===== config.mk =====
export PLATFORM = sky130hd
export DESIGN_NAME = ps2_host_cmd
export DESIGN_NICKNAME = d
export VERILOG_FILES = /design/src/rtl/ps2_host_cmd.sv
export SDC_FILE = /design/constraint.sdc
export NUM_CORES = 1
export LEC_CHECK = 0
export BUFFER_PORTS_ARGS = -buffer_cell sky130_fd_sc_hd__buf_2
export CAP_MARGIN = 20
export CORE_UTILIZATION = 53
export CTS_CLUSTER_SIZE = 10
export DETAILED_ROUTE_END_ITERATION = 7
export PLACE_DENSITY = 0.79
export SLEW_MARGIN = 20
export SYNTH_ARGS = -nofsm -noshare
export SYNTH_HDL_FRONTEND = slang
export SYNTH_SLANG_ARGS = --single-unit

===== constraint.sdc =====
create_clock -name clock_50 -period 2.22 [get_ports clock_50]
set_input_delay 0.444 -clock clock_50 [delete_from_list [all_inputs] [get_ports clock_50]]
set_output_delay 0.444 -clock clock_50 [all_outputs]
set_load 0.05 [all_outputs]

===== src/rtl/ps2_host_cmd.sv =====
// Purpose : PS/2 keyboard host-command handler; decodes host bytes, queues ACK/echo/ID/BAT replies, owns LED/scan/typematic state.
// Latency : rx_valid in cycle N -> tx_valid in cycle N+1; BAT_CYCLES cycles in BAT_WAIT before the 0xAA byte.
// Backpressure: tx_data held while tx_valid & !tx_ready; a new host byte during a reply aborts the rest of the reply.
//
// Ports:
//   clock_50, rst_n             clock, synchronous active-low reset
//   rx_valid/rx_data/rx_error   host byte strobe, byte, framing-error strobe
//   tx_ready/tx_valid/tx_data   reply byte handshake toward the device-side transmitter
//   scroll_lock/num_lock/caps_lock, scan_enable, typematic   exported configuration
//   busy                        FSM is not in IDLE
module ps2_host_cmd #(
    parameter int unsigned BAT_CYCLES        = 25_000_000,
    parameter logic [6:0]  TYPEMATIC_DEFAULT = 7'h2B
) (
    input  logic       clock_50,
    input  logic       rst_n,
    input  logic       rx_valid,
    input  logic [7:0] rx_data,
    input  logic       rx_error,
    input  logic       tx_ready,
    output logic       tx_valid,
    output logic [7:0] tx_data,
    output logic       scroll_lock,
    output logic       num_lock,
    output logic       caps_lock,
    output logic       scan_enable,
    output logic [6:0] typematic,
    output logic       busy
);

    localparam int unsigned      CNT_W   = (BAT_CYCLES > 1) ? $clog2(BAT_CYCLES) : 1;
    localparam logic [CNT_W-1:0] CNT_MAX = CNT_W'(BAT_CYCLES - 1);

    typedef enum logic [1:0] {
        S_IDLE,
        S_WAIT_ARG,
        S_SEND,
        S_BAT_WAIT
    } state_t;

    state_t           state_q;
    state_t           after_q;      // where SEND returns once the list is drained
    logic [2:0][7:0]  list_q;
    logic [1:0]       len_q;
    logic [1:0]       idx_q;
    logic             from_fe_q;    // current list answers a resend request
    logic             owner_f3_q;   // pending argument belongs to F3 (else ED)
    logic [7:0]       last_sent_q;
    logic [CNT_W-1:0] bat_cnt_q;
    logic             pend_q;       // host byte deferred out of SEND
    logic [7:0]       pend_dat_q;
    logic             tx_valid_q;
    logic [7:0]       tx_data_q;
    logic [2:0]       leds_q;       // {caps, num, scroll}
    logic             scan_q;
    logic [6:0]       typ_q;

    logic       consume;
    logic [1:0] idx_nxt;
    logic       in_vld;
    logic [7:0] in_dat;

    assign consume = tx_valid_q & tx_ready;
    assign idx_nxt = idx_q + 2'd1;
    // A byte deferred out of SEND is replayed next cycle as if it had just arrived.
    assign in_vld  = pend_q | rx_valid;
    assign in_dat  = pend_q ? pend_dat_q : rx_data;

    // Command decode of in_dat
    logic [2:0][7:0] dec_list;
    logic [1:0]      dec_len;
    state_t          dec_after;
    logic            dec_from_fe;
    logic            dec_scan_on;
    logic            dec_scan_off;
    logic            dec_typ_dflt;
    logic            dec_restart;

    always_comb begin
        dec_list     = {8'h00, 8'h00, 8'hFA};
        dec_len      = 2'd1;
        dec_after    = S_IDLE;
        dec_from_fe  = 1'b0;
        dec_scan_on  = 1'b0;
        dec_scan_off = 1'b0;
        dec_typ_dflt = 1'b0;
        dec_restart  = 1'b0;
        case (in_dat)
            8'hED, 8'hF3: dec_after = S_WAIT_ARG;
            8'hEE:        dec_list[0] = 8'hEE;
            8'hF2: begin
                dec_list = {8'h83, 8'hAB, 8'hFA};
                dec_len  = 2'd3;
            end
            8'hF4:        dec_scan_on = 1'b1;
            8'hF5: begin
                dec_scan_off = 1'b1;
                dec_typ_dflt = 1'b1;
            end
            8'hF6: begin
                dec_scan_on  = 1'b1;
                dec_typ_dflt = 1'b1;
            end
            8'hFE: begin
                dec_list[0] = last_sent_q;
                dec_from_fe = 1'b1;
            end
            8'hFF: begin
                dec_restart = 1'b1;
                dec_after   = S_BAT_WAIT;
            end
            default:      dec_list[0] = 8'hFE;
        endcase
    end

    // Decide what this cycle does: load a new reply list, defer a byte, or nothing
    logic            ld_en;
    logic            ld_cmd;
    logic            ld_arg;
    logic            defer;
    logic [2:0][7:0] ld_list;
    logic [1:0]      ld_len;
    state_t          ld_after;
    logic            ld_from_fe;

    always_comb begin
        ld_en      = 1'b0;
        ld_cmd     = 1'b0;
        ld_arg     = 1'b0;
        defer      = 1'b0;
        ld_list    = dec_list;
        ld_len     = dec_len;
        ld_after   = dec_after;
        ld_from_fe = dec_from_fe;
        case (state_q)
            S_BAT_WAIT: begin
                // Only a reset command is honoured while the self-test runs.
                if (in_vld && in_dat == 8'hFF) begin
                    ld_en  = 1'b1;
                    ld_cmd = 1'b1;
                end else if (bat_cnt_q == CNT_MAX) begin
                    ld_en      = 1'b1;
                    ld_list    = {8'h00, 8'h00, 8'hAA};
                    ld_len     = 2'd1;
                    ld_after   = S_IDLE;
                    ld_from_fe = 1'b0;
                end
            end
            S_SEND: begin
                if (rx_error) begin
                    ld_en      = 1'b1;
                    ld_list    = {8'h00, 8'h00, 8'hFE};
                    ld_len     = 2'd1;
                    ld_after   = S_IDLE;
                    ld_from_fe = 1'b0;
                end else if (rx_valid) begin
                    defer = 1'b1;
                end
            end
            default: begin
                if (rx_error) begin
                    ld_en      = 1'b1;
                    ld_list    = {8'h00, 8'h00, 8'hFE};
                    ld_len     = 2'd1;
                    ld_after   = S_IDLE;
                    ld_from_fe = 1'b0;
                end else if (in_vld) begin
                    ld_en = 1'b1;
                    // A byte with bit 7 set abandons the argument and is decoded as a command.
                    if (state_q == S_WAIT_ARG && !in_dat[7]) begin
                        ld_arg     = 1'b1;
                        ld_list    = {8'h00, 8'h00, 8'hFA};
                        ld_len     = 2'd1;
                        ld_after   = S_IDLE;
                        ld_from_fe = 1'b0;
                    end else begin
                        ld_cmd = 1'b1;
                    end
                end
            end
        endcase
    end

    always_ff @(posedge clock_50) begin
        if (!rst_n) begin
            state_q     <= S_BAT_WAIT;
            after_q     <= S_IDLE;
            list_q      <= '0;
            len_q       <= 2'd0;
            idx_q       <= 2'd0;
            from_fe_q   <= 1'b0;
            owner_f3_q  <= 1'b0;
            last_sent_q <= 8'hAA;
            bat_cnt_q   <= '0;
            pend_q      <= 1'b0;
            pend_dat_q  <= 8'h00;
            tx_valid_q  <= 1'b0;
            tx_data_q   <= 8'h00;
            leds_q      <= 3'b000;
            scan_q      <= 1'b1;
            typ_q       <= TYPEMATIC_DEFAULT;
        end else begin
            pend_q <= defer;
            if (defer) begin
                pend_dat_q <= rx_data;
            end
            if (consume && !from_fe_q) begin
                last_sent_q <= tx_data_q;
            end
            // Saturating self-test timer; only a 0xFF command rewinds it.
            if (state_q == S_BAT_WAIT && bat_cnt_q != CNT_MAX) begin
                bat_cnt_q <= bat_cnt_q + 1'b1;
            end

            if (ld_en) begin
                state_q    <= S_SEND;
                after_q    <= ld_after;
                list_q     <= ld_list;
                len_q      <= ld_len;
                idx_q      <= 2'd0;
                from_fe_q  <= ld_from_fe;
                tx_valid_q <= 1'b1;
                tx_data_q  <= ld_list[0];
            end else if (defer) begin
                // Remainder of the reply is dropped; the new byte is handled next cycle.
                state_q    <= after_q;
                tx_valid_q <= 1'b0;
            end else if (consume) begin
                if (idx_nxt < len_q) begin
                    idx_q     <= idx_nxt;
                    tx_data_q <= list_q[idx_nxt];
                end else begin
                    state_q    <= after_q;
                    tx_valid_q <= 1'b0;
                end
            end

            if (ld_cmd) begin
                if (dec_after == S_WAIT_ARG) begin
                    owner_f3_q <= (in_dat == 8'hF3);
                end
                if (dec_scan_on) begin
                    scan_q <= 1'b1;
                end
                if (dec_scan_off) begin
                    scan_q <= 1'b0;
                end
                if (dec_typ_dflt) begin
                    typ_q <= TYPEMATIC_DEFAULT;
                end
                if (dec_restart) begin
                    leds_q    <= 3'b000;
                    scan_q    <= 1'b1;
                    typ_q     <= TYPEMATIC_DEFAULT;
                    bat_cnt_q <= '0;
                end
            end
            if (ld_arg) begin
                if (owner_f3_q) begin
                    typ_q <= in_dat[6:0];
                end else begin
                    leds_q <= in_dat[2:0];
                end
            end
        end
    end

    assign tx_valid                          = tx_valid_q;
    assign tx_data                           = tx_data_q;
    assign {caps_lock, num_lock, scroll_lock} = leds_q;
    assign scan_enable                       = scan_q;
    assign typematic                         = typ_q;
    assign busy                              = (state_q != S_IDLE);

endmodule


Word level (Yosys, flattened, before mapping)
Cells that the tools add are included.
{"block": "totals", "register_bits": 96, "in_bits": 13, "output_inout_bits": 21}
{"block": "op_classes", "addsub": 2, "order_cmp": 2, "n_eq_ne": 18, "muxes": 85, "n_bitwise": 4, "reduce_logical": 24}
{"cell": "$mux 24", "n": 6}
{"cell": "$mux 25", "n": 3}
{"cell": "$eq 8x8->1 const B", "n": 9}
{"cell": "$mux 8", "n": 6}
{"cell": "$pmux 24 s2", "n": 1}
{"cell": "$mux 1", "n": 35}
{"cell": "$mux 7", "n": 5}
{"cell": "$mux 2", "n": 16}
{"cell": "$add 25x1->25 const B", "n": 1}
{"cell": "$eq 25x25->1 const B", "n": 1}
{"cell": "$ne 25x25->1 const B", "n": 1}
{"cell": "$pmux 8 s3", "n": 1}
{"cell": "$bmux 8 s2", "n": 1}
{"cell": "$mux 16", "n": 1}
{"cell": "$mux 3", "n": 4}
{"cell": "$pmux 2 s2", "n": 3}
{"cell": "$reduce_or 2->1", "n": 5}
{"cell": "$reduce_and 2->1", "n": 4}
{"cell": "$reduce_bool 2->1", "n": 4}
{"cell": "$reduce_or 7->1", "n": 1}
{"cell": "$pmux 1 s2", "n": 3}
{"cell": "$reduce_and 3->1", "n": 2}
{"cell": "$reduce_bool 3->1", "n": 2}
{"cell": "$eq 2x1->1 const B", "n": 2}
{"cell": "other kinds (11)", "n": 18}

Longest topological paths before layout
Gate-level depths: netlist of run 1.
{"block": "logic_depth", "word_depth": 10, "depth_mapped": 9, "mapped_depth_nobuf": 7}

Least setup slack after synthesis of run 1
OpenSTA, ideal clock, no wires.
{"block": "synth_timing", "path_kind": "flip-flop to flip-flop", "start": "register bat_cnt_q[6]", "end": "register bat_cnt_q[24]", "setup_ns": 0.115, "t_arrival_ns": 2.172, "required_ns": 2.105, "slack_ns": -0.067, "stages_incl_launch_ff": 8, "period_less_slack_ns": 2.287, "cell_sequence": "dfxtp_1 or4_4 nor4b_4 a21oi_2 a2111o_1 nand2_4 buf_6 nor2_1"}
{"block": "synth_between", "elab_chain_cells": 5}
{"item": "start: declaration", "line": "49", "text": "logic [CNT_W-1:0] bat_cnt_q;"}
{"item": "start signal: assignment", "line": "212", "text": "bat_cnt_q <= bat_cnt_q + 1'b1;"}
{"item": "parallel branches: the longest is 2 deep, another holds $add 25x1->25"}
{"item": "$mux 25 *", "line": "211", "text": "if (state_q == S_BAT_WAIT && bat_cnt_q != CNT_MAX) begin"}
{"item": "$mux 25", "line": "251", "text": "if (dec_restart) begin"}
{"item": "$mux 25 *", "line": "238", "text": "if (ld_cmd) begin"}
Every way passes the cells marked *.
A chain may end at the register's enable or synchronous reset.

Worst setup path after layout of run 1
{"block": "layout_timing", "start": "register bat_cnt_q[6]", "end": "register bat_cnt_q[9]"}
The elaborated chain is that of the path after synthesis.

==> load_flow_metrics.sql, run 1 <==
INSERT INTO impl_metrics (metric_group, metric, value, unit) VALUES
('synth', 'synth.avg_cell_area', '8.244', 'um^2'),
('layout', 'final_net_count', '537', ''),
('min_path', 'min-delay-start', 'rx_data[5]', ''),
('placed_design', 'placed_cells_incl_taps', '603', ''),
('detailed_routing', 'post_drt_wl_per_cell', '15.70', 'um'),
('detailed_routing', 'drc_errors', '0', ''),
('critical_path', 'worstPathMaxFanout', '6', ''),
('layout', 'final_layout_size_suffix_gt1_share', '22.20', '%'),
('global_routing', 'initial_antenna_violation_count', '0', ''),
('synth', 'seq_area_frac_synth', '42.23', '%'),
('detailed_routing', 'vias_per_cell', '5.873', ''),
('timing', 'worst_slew_margin_rel', '60.30', '%'),
('timing', 'final.period_utilization', '99.68', '%'),
('critical_path', 'startpoint', 'bat_cnt_q[6]', ''),
('layout', 'area_taken_by_flip_flops_and_latches', '1604', 'um^2'),
('clocking', 'clock_path_buffers', '2', ''),
('flow_run', 'drv.max_cap_violation_count', '0', ''),
('pwr', 'p_per_area', '847.6', 'nW/um^2'),
('timing', 'finalWorstPathRequiredPeriod', '2.213', 'ns'),
('clocking', 'htree_num_levels', '3', ''),
('clocking', 'worst_skew_pair.late_latency', '0.36', 'ns'),
('floorplanning', 'chipHeight', '86.59', 'um'),
('clocking', 'cts_hold_repair.buffers', '0', ''),
('synth', 'post_synth_inst_count', '460', ''),
('synth', 'asyncSetResetFlopFracSynth', '0', '%'),
('min_path', 'hold_class', 'input port to flip-flop', ''),
('floorplanning', 'core_region_area', '6869', 'um^2'),
('pwr', 'vdd_drop_max', '0.4877', 'mV'),
('timing', 'slew_viol_final', '0', ''),
('timing', 'timing.fmax', '0.4519', 'GHz'),
('floorplanning', 'io_pins', '34', ''),
('timing', 'final_hold_viol_count', '0', ''),
('synth', 'synth_warnings', '0', ''),
('layout', 'finish.cell_count_without_fillers', '623', ''),
('critical_path', 'critical_path.startpoint_type', 'flip-flop', ''),
('detailed_routing', 'initialDrtViolationCount', '172', ''),
('detailed_routing', 'drt_pass1_iterations', '5', ''),
('synth', 'dominantRegCellSynth', 'dfxtp_1', ''),
('timing', 'setup_repair_after_global_routing_missed_its_margin', 'yes', ''),
('placed_design', 'gp_congestion', '0.8873', ''),
('placed_design', 'placedInstanceArea', '4269', 'um^2'),
('layout', 'fillCellCount', '564', ''),
('placed_design', 'place_ws', '0.01656', 'ns'),
('critical_path', 'crit_required', '2.48', 'ns'),
('critical_path', 'timing.critical_path.arrival', '2.47', 'ns'),
('detailed_routing', 'postRouteAntennaNets', '0', ''),
('global_routing', 'grt_pass1_vias', '3407', ''),
('synth', 'synth_net_count', '475', ''),
('layout', 'insertedDiodeCount', '0', ''),
('layout', 'layout-area-overhead-vs-synth', '21.84', '%'),
('placed_design', 'io_buffer_count', '33', ''),
('clocking', 'cts_tree', 'done', ''),
('global_routing', 'grt_remaining_overflow', '0', ''),
('global_routing', 'wire_length_of_the_first_global_routing_pass', '15440', 'um'),
('global_routing', 'groute.usage.overall', '26.49', '%'),
('clocking', 'cts.reportedPaths.clkPinSlew', '0.09', 'ns'),
('layout', 'design_area', '4621', 'um^2'),
('synth', 'synth_cell_type_count', '61', ''),
('floorplanning', 'die_w', '86.59', 'um'),
('layout', 'multi_input_comb_area', '2130', 'um^2'),
('timing', 'max_slew.worst_pin.slew', '0.5932', 'ns'),
('critical_path', 'crit-reg2reg-launch', 'bat_cnt_q[6]', ''),
('outcome', 'status', 'complete, no violations', ''),
('floorplanning', 'die_area', '7498', 'um^2'),
('placed_design', 'detailed_place_hpwl', '6676', 'um'),
('clocking', 'clock_sink_count', '80', ''),
('synth', 'synth_edf_count', '0', ''),
('detailed_routing', 'routed_wl', '9784', 'um'),
('detailed_routing', 'detailroute.via_count', '3659', ''),
('timing', 'final.setup.worst_slack', '0.007118', 'ns'),
('global_routing', 'grt_start_max_net_pins', '26', ''),
('floorplanning', 'initial_core_util', '55.21', '%'),
('pwr', 'power_leakage', '0.001788', 'uW'),
('clocking', 'numCtsBuffers', '9', ''),
('synth', 'yosys_register_bits', '80', ''),
('timing', 'fin_worst_skew', '0.009870', 'ns'),
('synth', 'netlist_area', '3792', 'um^2'),
('critical_path', 'timing_worst_setup_path_type', 'flip-flop to flip-flop', ''),
('floorplanning', 'std_cell_rows', '30', ''),
('timing', 'timing.final.setup_violations', '0', ''),
('critical_path', 'timing.critical_path.to_type', 'flip-flop', ''),
('clocking', 'clockRootBuffer', 'clkbuf_8', '');
[layout by cell type (no fill, tap or decap), types with 2 or more instances in the layout]
master     instances
nand2_1           78
dfxtp_1           78
nor2_1            49
a21oi_1           37
buf_2             33
buf_4             32
nand3_1           21
xor2_1            18
nand4_1           15
o21ai_0           15
xnor2_1           12
inv_1             11
mux2i_1           10
nor3_1            10
clkbuf_8           9
nand4b_1           5
a22oi_1            5
and3_1             4
a2bb2oi_1          4
or2_2              3
mux2_2             3
nand2b_1           3
o31ai_1            3
o22ai_1            3
inv_6              3
or4bb_1            2
nand3b_1           2
nor4_2             2
a21oi_2            2
nor3b_1            2
o31a_1             2
nor4_1             2
a21boi_0           2
o21a_1             2
ha_1               2
dfxtp_2            2
inv_8              2
bufinv_16          2
buf_6              2
buf_12             2
[per-layer routing]
metal / GRT usage, % / routed length, um / vias to the layer above
li1: - / - / 1748
met1: 31.56 / 4067 / 1739
met2: 45.02 / 4837 / 136
met3: 5.524 / 530 / 36
met4: 13.79 / 349 / 0
met5: 0 / 0 / -
[worst paths after layout]
kind | to | slack (ns) | depth (start not counted)
worst max-delay path | bat_cnt_q[9] | 0.007 | 7
worst min register to register | last_sent_q[0] | 0.47 | 2
worst min-delay path | pend_dat_q[5] | 0.34 | 3
worst max register to register | bat_cnt_q[9] | 0.007 | 7
[cells in the mapped netlist, types with 2 or more instances]
| cell | instances | area [um^2] |
|---|---|---|
| a21boi_0 | 2 | 15.01 |
| a21oi_1 | 38 | 190.2 |
| a21oi_2 | 2 | 17.52 |
| a221o_1 | 2 | 20.02 |
| a22oi_1 | 5 | 37.54 |
| a2bb2oi_1 | 4 | 35.03 |
| and3_1 | 4 | 25.02 |
| buf_1 | 4 | 15.01 |
| buf_2 | 2 | 10.01 |
| buf_6 | 2 | 22.52 |
| clkbuf_1 | 11 | 41.29 |
| dfxtp_1 | 80 | 1602 |
| ha_1 | 2 | 25.02 |
| inv_1 | 11 | 41.29 |
| mux2_2 | 3 | 33.78 |
| mux2i_1 | 10 | 100.1 |
| nand2_1 | 78 | 292.8 |
| nand2b_1 | 3 | 18.77 |
| nand3_1 | 22 | 110.1 |
| nand3b_1 | 2 | 15.01 |
| nand4_1 | 15 | 93.84 |
| nand4b_1 | 5 | 43.79 |
| nor2_1 | 49 | 183.9 |
| nor3_1 | 10 | 50.05 |
| nor3b_1 | 2 | 15.01 |
| nor4_1 | 4 | 25.02 |
| o21a_1 | 2 | 15.01 |
| o21ai_0 | 15 | 75.07 |
| o22ai_1 | 4 | 25.02 |
| o31a_1 | 2 | 17.52 |
| o31ai_1 | 4 | 30.03 |
| or2_2 | 3 | 18.77 |
| or4bb_1 | 2 | 22.52 |
| xnor2_1 | 12 | 105.1 |
| xor2_1 | 18 | 157.7 |
[through the flow]
stage | power [uW] | util, % | hold slack (ns) | TNS, ns
after global routing | 4091 | 67.27 | 0.3481 | -0.6079
after detailed placement | 2659 | 62.15 | 0.4464 | 0
after floorplan | 2382 | - | 0.4316 | 0
after global placement | 2631 | 62.15 | 0.4440 | 0
final | 3917 | 67.27 | 0.3442 | 0
after CTS | 3892 | 65.54 | 0.3406 | 0
[final cells by class]
class                      instances  area share, %
tap                               96          2.600
timing repair buffer              70          10.67
clock buffer                       9          2.681
sequential                        80          34.71
multi-input combinational        350          46.09
clock inverter                     7          2.356
inverter                          11         0.8936
[registers in the layout, summed over array words and instances (netlist names)]
name	cells
leds_q	3
state_q	2
tx_valid	1
after_q	2
tx_data	8
bat_cnt_q	25
owner_f3_q	1
from_fe_q	1
pend_q	1
last_sent_q	8
typematic	7
idx_q	2
len_q	1
pend_dat_q	8
list_q	9
scan_enable	1
[kinds of logic (layout without fill, tap and decap cells)]
| kind of cell | after synthesis | after routing | synth area share (%) |
|---|---|---|---|
| xor+xnor | 30 | 30 | 6.928 |
| fa+ha+maj | 2 | 2 | 0.6597 |
| simple gates | 212 | 212 | 27.52 |
| mux | 13 | 13 | 3.530 |
| buf+inv | 30 | 97 | 3.431 |
| flops | 80 | 80 | 42.23 |
| compound gates | 93 | 93 | 15.70 |
[power breakdown]
group,total (uW),internal [uW],switching (uW)
Sequential,1740,1610,135
Combinational,922,331,591
Clock,1250,661,592
[critical path, stage by stage (launching register included)]
cell and delay (ns):
dfxtp_1 0.32, or4_4 0.56, nor4b_4 0.33, a21oi_4 0.09, a2111o_1 0.45, nand2_4 0.15, clkbuf_16 0.17, nor2_1 0.05
[what timing repair did]
| item | CTS | global route |
|---|---|---|
| buffers inserted | 0 | 2 |
| resized for setup | 0 | 14 |
| setup endpoints to repair | 0 | 49 |
(Power assumes the default switching activity.)
==> run 2: changes to the inputs <==
--- a/config.mk
+++ b/config.mk
@@ -5,12 +5,13 @@
 export SDC_FILE = /design/constraint.sdc
 export NUM_CORES = 1
 export LEC_CHECK = 0
+export ABC_AREA = 1
 export BUFFER_PORTS_ARGS = -buffer_cell sky130_fd_sc_hd__buf_2
 export CAP_MARGIN = 20
-export CORE_UTILIZATION = 53
+export CORE_UTILIZATION = 60
 export CTS_CLUSTER_SIZE = 10
 export DETAILED_ROUTE_END_ITERATION = 7
-export PLACE_DENSITY = 0.79
+export PLACE_DENSITY = 0.84
 export SLEW_MARGIN = 20
 export SYNTH_ARGS = -nofsm -noshare
 export SYNTH_HDL_FRONTEND = slang
==> constraint.sdc (replaced) <==
create_clock -name clock_50 -period 2.2 [get_ports clock_50]
set_input_delay 0.44 -clock clock_50 [delete_from_list [all_inputs] [get_ports clock_50]]
set_output_delay 0.44 -clock clock_50 [all_outputs]
set_load 0.05 [all_outputs]
==> run 2 against run 1 <==
Worst setup slack improved by 0.16 ns. Combinational power increased by 53%. Count of clock-buffer cells in the layout increased by 1. Die area increased by 2.0%. Via count increased by 18%. Clock skew about the same. Hold slack improved by 0.029 ns. Sequential share of layout area decreased by 2.6 points. Sequential power increased by 10%. First-iteration DRC count increased by 63%. Critical path type unchanged.
==> load_flow_metrics.sql, run 2 <==
INSERT INTO impl_metrics (metric_group, metric, value, unit) VALUES
('outcome', 'status', 'complete, no violations', ''),
('synth', 'post-synth-top-area-fraction', '36.55', '%'),
('floorplanning', 'io_pins', '34', ''),
('synth', 'netlist_top_cells_count', '142 x nand2_1, 96 x nor2_1, 80 x dfxtp_1, 66 x inv_1, 46 x nand3_1', ''),
('detailed_routing', 'drc_errors', '0', ''),
('critical_path', 'path_cells', 'nand2_1 > inv_1 > nor2_2 > ha_1 > a21oi_1 > nand3_2 > o21ai_1 > nand2_1 > nor2_1 > nor2_1', ''),
('layout', 'layout_commonest_cell', 'nand2_1', ''),
('pwr', 'power_leakage', '0.002203', 'uW'),
('layout', 'layout_utilization', '72.25', '%'),
('synth', 'synth_top_cells_by_area', 'dfxtp_1 37%, nand2_1 12%, nor2_1 8.2%', ''),
('detailed_routing', 'postRouteAntennaNets', '0', ''),
('synth', 'dominantRegCellSynth', 'dfxtp_1', ''),
('clocking', 'worst_skew_pair.late_latency', '0.36', 'ns'),
('pwr', 'p_per_area', '932.3', 'nW/um^2'),
('clocking', 'clock_sink_count', '80', ''),
('pwr', 'vdd_drop_max', '0.6613', 'mV'),
('synth', 'synth_warnings', '0', ''),
('synth', 'seq_area_frac_synth', '36.55', '%'),
('detailed_routing', 'routed_wl', '10970', 'um'),
('synth', 'synth.avg_cell_area', '6.944', 'um^2'),
('timing', 'final.period_utilization', '92.41', '%'),
('floorplanning', 'initial_core_util', '63.44', '%'),
('floorplanning', 'die_w', '87.46', 'um'),
('clocking', 'htree_num_levels', '3', ''),
('global_routing', 'groute.usage.overall', '30.50', '%'),
('detailed_routing', 'detailroute.via_count', '4325', ''),
('timing', 'finalWorstPathRequiredPeriod', '2.033', 'ns'),
('layout', 'insertedDiodeCount', '0', ''),
('global_routing', 'grt_start_max_net_pins', '26', ''),
('critical_path', 'crit_required', '2.45', 'ns'),
('synth', 'post_synth_inst_count', '631', ''),
('detailed_routing', 'post_drt_wl_per_cell', '14.09', 'um'),
('timing', 'setup_repair_after_global_routing_missed_its_margin', 'no', ''),
('clocking', 'clockRootBuffer', 'clkbuf_8', ''),
('synth', 'yosysMostFrequentCell', 'nand2_1', ''),
('global_routing', 'initial_antenna_violation_count', '0', ''),
('critical_path', 'timing.critical_path.to_type', 'flip-flop', ''),
('layout', 'layout_common_cells', '142 x nand2_1, 93 x nor2_1, 79 x dfxtp_1', ''),
('clocking', 'cts_tree', 'done', ''),
('global_routing', 'grt_remaining_overflow', '0', ''),
('clocking', 'cts_hold_repair.buffers', '0', ''),
('placed_design', 'detailed_place_hpwl', '8035', 'um'),
('synth', 'synth_net_count', '646', ''),
('min_path', 'hold_class', 'input port to flip-flop', ''),
('layout', 'regMostFlops', 'bat_cnt_q', ''),
('critical_path', 'critical_path.max_stage_delay', '0.44', 'ns'),
('global_routing', 'wire_length_of_the_first_global_routing_pass', '18240', 'um'),
('timing', 'timing.final.setup_violations', '0', ''),
('layout', 'layout-area-overhead-vs-synth', '13.88', '%'),
('layout', 'final_net_count', '694', ''),
('layout', 'reg_top3', 'bat_cnt_q (25), list_q (9)', ''),
('floorplanning', 'die_area', '7648', 'um^2'),
('synth', 'yosys_register_bits', '80', ''),
('floorplanning', 'std_cell_rows', '30', ''),
('synth', 'synth_edf_count', '0', ''),
('timing', 'holdWs', '0.3731', 'ns'),
('detailed_routing', 'drt_pass1_iterations', '5', ''),
('clocking', 'clock_path_buffers', '2', ''),
('timing', 'timing.setup.tns', '0', 'ns'),
('critical_path', 'critical_path.startpoint_type', 'flip-flop', ''),
('placed_design', 'io_buffer_count', '33', ''),
('detailed_routing', 'initialDrtViolationCount', '280', ''),
('critical_path', 'worstPathMaxFanout', '6', ''),
('critical_path', 'timing.critical_path.arrival', '2.28', 'ns'),
('detailed_routing', 'vias_per_cell', '5.552', ''),
('layout', 'final_layout_size_suffix_gt1_share', '18.16', '%'),
('synth', 'netlist_area', '4382', 'um^2'),
('timing', 'slew_viol_final', '0', ''),
('floorplanning', 'core_region_area', '6907', 'um^2'),
('critical_path', 'master_of_the_slowest_instance_on_the_critical_path', 'dfxtp_1', ''),
('placed_design', 'gp_congestion', '0.9116', ''),
('floorplanning', 'chipHeight', '87.46', 'um'),
('timing', 'final_hold_viol_count', '0', ''),
('timing', 'timing.fmax', '0.4919', 'GHz'),
('pwr', 'total_power', '4652', 'uW'),
('timing', 'fin_worst_skew', '0.01031', 'ns'),
('synth', 'synth_cell_type_count', '41', ''),
('critical_path', 'timing_worst_setup_path_type', 'flip-flop to flip-flop', ''),
('timing', 'max_slew.worst_pin.slew', '0.4835', 'ns'),
('clocking', 'numCtsBuffers', '9', ''),
('timing', 'worst_slew_margin_rel', '67.52', '%'),
('layout', 'largest_reg_flops', '25', ''),
('clocking', 'cts.reportedPaths.clkPinSlew', '0.08', 'ns'),
('synth', 'netlist.top_cell.by_area', 'dfxtp_1', ''),
('global_routing', 'grt_pass1_vias', '4040', ''),
('synth', 'asyncSetResetFlopFracSynth', '0', '%'),
('flow_run', 'drv.max_cap_violation_count', '0', '');
-- run 2: cell types whose count changed after synthesis, sizes merged, moves of 14 or more --
cell | before | now
a21oi | 40 | 26
inv | 11 | 73
nand2 | 79 | 158
nand3 | 22 | 49
nor2 | 50 | 104
o21ai | 16 | 39
-- run 2: worst max-delay path: cells and delay by family, from the launching register on --
| family | cells | cell delay, ns |
|---|---|---|
| buffers and inverters | 1 | 0.12 |
| flip-flops | 1 | 0.44 |
| adder cells (fa/ha/maj) | 1 | 0.28 |
| AND/OR/NAND/NOR | 6 | 0.63 |
| AO/OA/AOI/OAI | 2 | 0.45 |
-- run 2: cell families after synthesis --
family	synth area share (%)
simple gates	36.27
compound gates	13.31
buf+inv	8.909
flops	36.55
xor+xnor	4.398
fa+ha+maj	0.5710
-- run 2: area by class of cell --
| cell class | instances | area, um^2 |
|---|---|---|
| Inverter | 73 | 279.0 |
| Timing Repair Buffer | 55 | 330.3 |
| Tap cell | 96 | 120.1 |
| Multi-Input combinational cell | 460 | 2415 |
| Sequential cell | 80 | 1603 |
| Clock buffer | 10 | 137.6 |
| Clock inverter | 5 | 105.1 |
| Fill cell | 591 | 1917 |
-- run 2: through the flow --
step           worst slack, ns  area [um^2]  instances
6_report                0.1670         4990        779
5_1_grt                0.02092         4990        779
4_1_cts                0.02552         4938        776
3_5_place_dp           0.05670         4696        761
3_3_place_gp            0.1276         4696        761
2_1_floorplan           0.2963         4382        631
-- run 2: worst paths after layout --
kind                            slack (ns)             end            from  depth (start not counted)
worst max-delay path                  0.17      tx_data[0]        idx_q[1]                         10
worst min-delay path                  0.37   pend_dat_q[7]      rx_data[7]                          3
worst max register to register        0.17      tx_data[0]        idx_q[1]                         10
worst min register to register        0.45  last_sent_q[4]  last_sent_q[4]                          2
-- run 2: metal layers --
metal,up-vias,part of all wire [%],global-route usage (%)
li1,2133,-,-
met1,2023,43,36.99
met2,132,49,51.21
met3,37,4.9,5.592
met4,0,3.5,16.24
met5,-,0,0
-- run 2: repair_timing --
item                                   in CTS  in global routing
buffers inserted                            0                  3
endpoints found under the hold margin       0                  0
gates resized for setup                     0                 10
setup endpoints to repair                   0                 49
-- run 2: where the power goes --
| group | total [uW] | internal (uW) | switching, uW | leakage [uW] |
|---|---|---|---|---|
| Clock | 1330 | 778 | 550 | 0.000115 |
| Sequential | 1920 | 1690 | 227 | 0.000652 |
| Combinational | 1410 | 482 | 923 | 0.00144 |
==> run 3: changes to the inputs <==
--- a/config.mk
+++ b/config.mk
@@ -5,13 +5,12 @@
 export SDC_FILE = /design/constraint.sdc
 export NUM_CORES = 1
 export LEC_CHECK = 0
-export ABC_AREA = 1
 export BUFFER_PORTS_ARGS = -buffer_cell sky130_fd_sc_hd__buf_2
 export CAP_MARGIN = 20
-export CORE_UTILIZATION = 60
+export CORE_UTILIZATION = 59
 export CTS_CLUSTER_SIZE = 10
 export DETAILED_ROUTE_END_ITERATION = 7
-export PLACE_DENSITY = 0.84
+export PLACE_DENSITY = 0.83
 export SLEW_MARGIN = 20
 export SYNTH_ARGS = -nofsm -noshare
 export SYNTH_HDL_FRONTEND = slang
==> run 3 against run 2 <==
Worst setup slack worse by 0.20 ns. Register-to-register slack got worse by 0.20 ns. First-iteration DRC count fell by 20%. Via count decreased by 15%. Global-route usage is 1.1 points higher. Maximum frequency shrank 9.1%. Clock skew is 0.0089 ns higher. Critical path depth fell by 3. The run now ends with setup timing left. Power shrank 18%. Non-clock buffer count rose by 18. Combinational power fell by 35%. Largest power group unchanged. Highest routed layer unchanged.
==> load_flow_metrics.sql, run 3 (synthesis results as in run 1) <==
INSERT INTO impl_metrics (metric_group, metric, value, unit) VALUES
('global_routing', 'grt_start_max_net_pins', '25', ''),
('timing', 'final.setup.worst_slack', '-0.03687', 'ns'),
('global_routing', 'grt_remaining_overflow', '0', ''),
('layout', 'final_net_count', '540', ''),
('placed_design', 'place_ws', '-0.02301', 'ns'),
('layout', 'regMostFlops', 'bat_cnt_q', ''),
('global_routing', 'groute.usage.overall', '31.59', '%'),
('critical_path', 'timing.critical_path.to_type', 'flip-flop', ''),
('placed_design', 'gp_congestion', '0.9251', ''),
('global_routing', 'wire_length_of_the_first_global_routing_pass', '16040', 'um'),
('floorplanning', 'std_cell_rows', '28', ''),
('pwr', 'p_per_area', '841.0', 'nW/um^2'),
('timing', 'setup_repair_after_global_routing_missed_its_margin', 'yes', ''),
('pwr', 'vdd_drop_max', '0.6413', 'mV'),
('detailed_routing', 'initialDrtViolationCount', '224', ''),
('detailed_routing', 'detailroute.via_count', '3681', ''),
('detailed_routing', 'drt_pass1_iterations', '5', ''),
('layout', 'layout_utilization', '75.02', '%'),
('floorplanning', 'core_region_area', '6061', 'um^2'),
('layout', 'insertedDiodeCount', '0', ''),
('critical_path', 'timing_worst_setup_path_type', 'flip-flop to flip-flop', ''),
('layout', 'reg_top3', 'bat_cnt_q (25), list_q (9)', ''),
('pwr', 'power_leakage', '0.001779', 'uW'),
('critical_path', 'master_of_the_slowest_instance_on_the_critical_path', 'or4_4', ''),
('detailed_routing', 'wire_length_on_met1', '4208', 'um'),
('detailed_routing', 'routed-wl-met3', '533', 'um'),
('detailed_routing', 'route.met2.wl', '4920', 'um'),
('critical_path', 'crit_family', 'simple AND/OR/NAND/NOR gates', ''),
('pwr', 'total_power', '3824', 'uW'),
('timing', 'finalWorstPathRequiredPeriod', '2.237', 'ns'),
('floorplanning', 'initial_core_util', '62.57', '%'),
('detailed_routing', 'post_drt_wl_per_cell', '16.62', 'um'),
('clocking', 'numCtsBuffers', '9', ''),
('timing', 'final_hold_viol_count', '0', ''),
('global_routing', 'grt_pass1_vias', '3630', ''),
('layout', 'layout-area-overhead-vs-synth', '19.89', '%'),
('outcome', 'status', 'complete, but fails checks', ''),
('clocking', 'cts.reportedPaths.clkPinSlew', '0.10', 'ns'),
('timing', 'holdWs', '0.3374', 'ns'),
('placed_design', 'io_buffer_count', '33', ''),
('floorplanning', 'chipHeight', '82.18', 'um'),
('clocking', 'cts_tree', 'done', ''),
('flow_run', 'drv.max_cap_violation_count', '0', ''),
('timing', 'timing.final.setup_violations', '25', ''),
('placed_design', 'detailed_place_hpwl', '6851', 'um'),
('floorplanning', 'die_w', '82.18', 'um'),
('timing', 'final.period_utilization', '101.7', '%'),
('critical_path', 'worstPathMaxFanout', '12', ''),
('layout', 'layout_common_cells', '79 x dfxtp_1, 77 x nand2_1, 49 x nor2_1', ''),
('clocking', 'clockRootBuffer', 'clkbuf_8', ''),
('clocking', 'htree_num_levels', '3', ''),
('detailed_routing', 'top_layer', 'met4', ''),
('critical_path', 'critical_path.max_stage_delay', '0.56', 'ns'),
('detailed_routing', 'vias_per_cell', '6.084', ''),
('global_routing', 'initial_antenna_violation_count', '0', ''),
('timing', 'fin_worst_skew', '0.01920', 'ns'),
('floorplanning', 'io_pins', '34', ''),
('critical_path', 'path_cells', 'or4_4 > nor4b_4 > a21oi_4 > a2111o_1 > nand2_4 > bufbuf_16 > nor2_1', ''),
('detailed_routing', 'postRouteAntennaNets', '0', ''),
('layout', 'final_layout_size_suffix_gt1_share', '21.51', '%'),
('critical_path', 'timing.critical_path.arrival', '2.48', 'ns'),
('layout', 'layout_commonest_cell', 'dfxtp_1', ''),
('detailed_routing', 'routed_wl', '10060', 'um'),
('critical_path', 'critical_path.startpoint_type', 'flip-flop', ''),
('outcome', 'failed_checks', 'setup timing', ''),
('min_path', 'hold_class', 'input port to flip-flop', ''),
('timing', 'worst_slew_margin_rel', '55.33', '%'),
('clocking', 'clock_path_buffers', '2', ''),
('layout', 'fillCellCount', '437', ''),
('floorplanning', 'die_area', '6753', 'um^2'),
('layout', 'largest_reg_flops', '25', ''),
('critical_path', 'cp_num_buf_inv', '1', ''),
('clocking', 'worst_skew_pair.late_latency', '0.36', 'ns'),
('critical_path', 'crit_required', '2.44', 'ns'),
('timing', 'slew_viol_final', '0', ''),
('clocking', 'clock_sink_count', '80', ''),
('detailed_routing', 'drc_errors', '0', ''),
('timing', 'max_slew.worst_pin.slew', '0.6676', 'ns'),
('timing', 'timing.fmax', '0.4471', 'GHz');
run 3: changes by cell type in the layout (fill, tap and decap cells not counted), sizes merged, moves of 8 or more:
cell	change
o21ai	-23
a211oi	-10
inv	-60
nor2	-54
xnor2	+9
buf	+17
a21oi	+14
mux2i	+10
o211ai	-8
nand2	-79
nand3	-27
run 3: stage by stage:
| step | setup TNS (ns) | cell area, um^2 | cells |
|---|---|---|---|
| 3_3_place_gp | 0 | 4265 | 586 |
| 5_1_grt | -2.066 | 4547 | 605 |
| 6_report | -0.4969 | 4547 | 605 |
| 2_1_floorplan | 0 | 3800 | 460 |
| 4_1_cts | -0.2971 | 4526 | 605 |
| 3_5_place_dp | -0.09065 | 4265 | 586 |
run 3: area by class of cell:
class                           instances  area (um^2)  share of cell area, %
Multi-Input combinational cell        350         2095                  46.06
Sequential cell                        80         1603                  35.25
Timing Repair Buffer                   73        503.0                  11.06
Clock buffer                           10        137.6                  3.027
Tap cell                               75        93.84                  2.064
Clock inverter                          6        73.82                  1.624
Inverter                               11        41.29                 0.9081
run 3: report_power, final:
part           total [uW]  internal (uW)  switching [uW]  leakage [uW]
clock network        1140            569             572      0.000107
logic                 921            323             599       0.00102
registers            1760           1620             140      0.000653
total                3820           2510            1310       0.00178
run 3: layer usage:
| metal | vias to the layer above | global-route usage (%) |
|---|---|---|
| met5 | - | 0 |
| met4 | 0 | 18.60 |
| met3 | 36 | 6.374 |
| met2 | 152 | 55.12 |
| met1 | 1744 | 35.48 |
| li1 | 1749 | - |
run 3: path summary, 6_finish.rpt:
path,startpoint,to,slack [ns],cells after the start
worst max-delay path,bat_cnt_q[8],bat_cnt_q[0],-0.04,7
worst min-delay path,rx_data[5],pend_dat_q[5],0.34,3
worst max register to register,bat_cnt_q[8],bat_cnt_q[0],-0.04,7
worst min register to register,after_q[0],after_q[0],0.47,2
run 3: repair_timing:
action,CTS,global route
buffers inserted,2,0
gates cloned,1,0
hold buffers,0,0
resized for setup,1,6
endpoints found under the setup margin,30,42
pin swaps,1,0
run 3: worst register-to-register path, cell delays in order (launching register included):
cell and delay (ns):
dfxtp_1 0.31, or4_4 0.56, nor4b_4 0.32, a21oi_4 0.10, a2111o_1 0.42, nand2_4 0.10
bufbuf_16 0.28, nor2_1 0.05
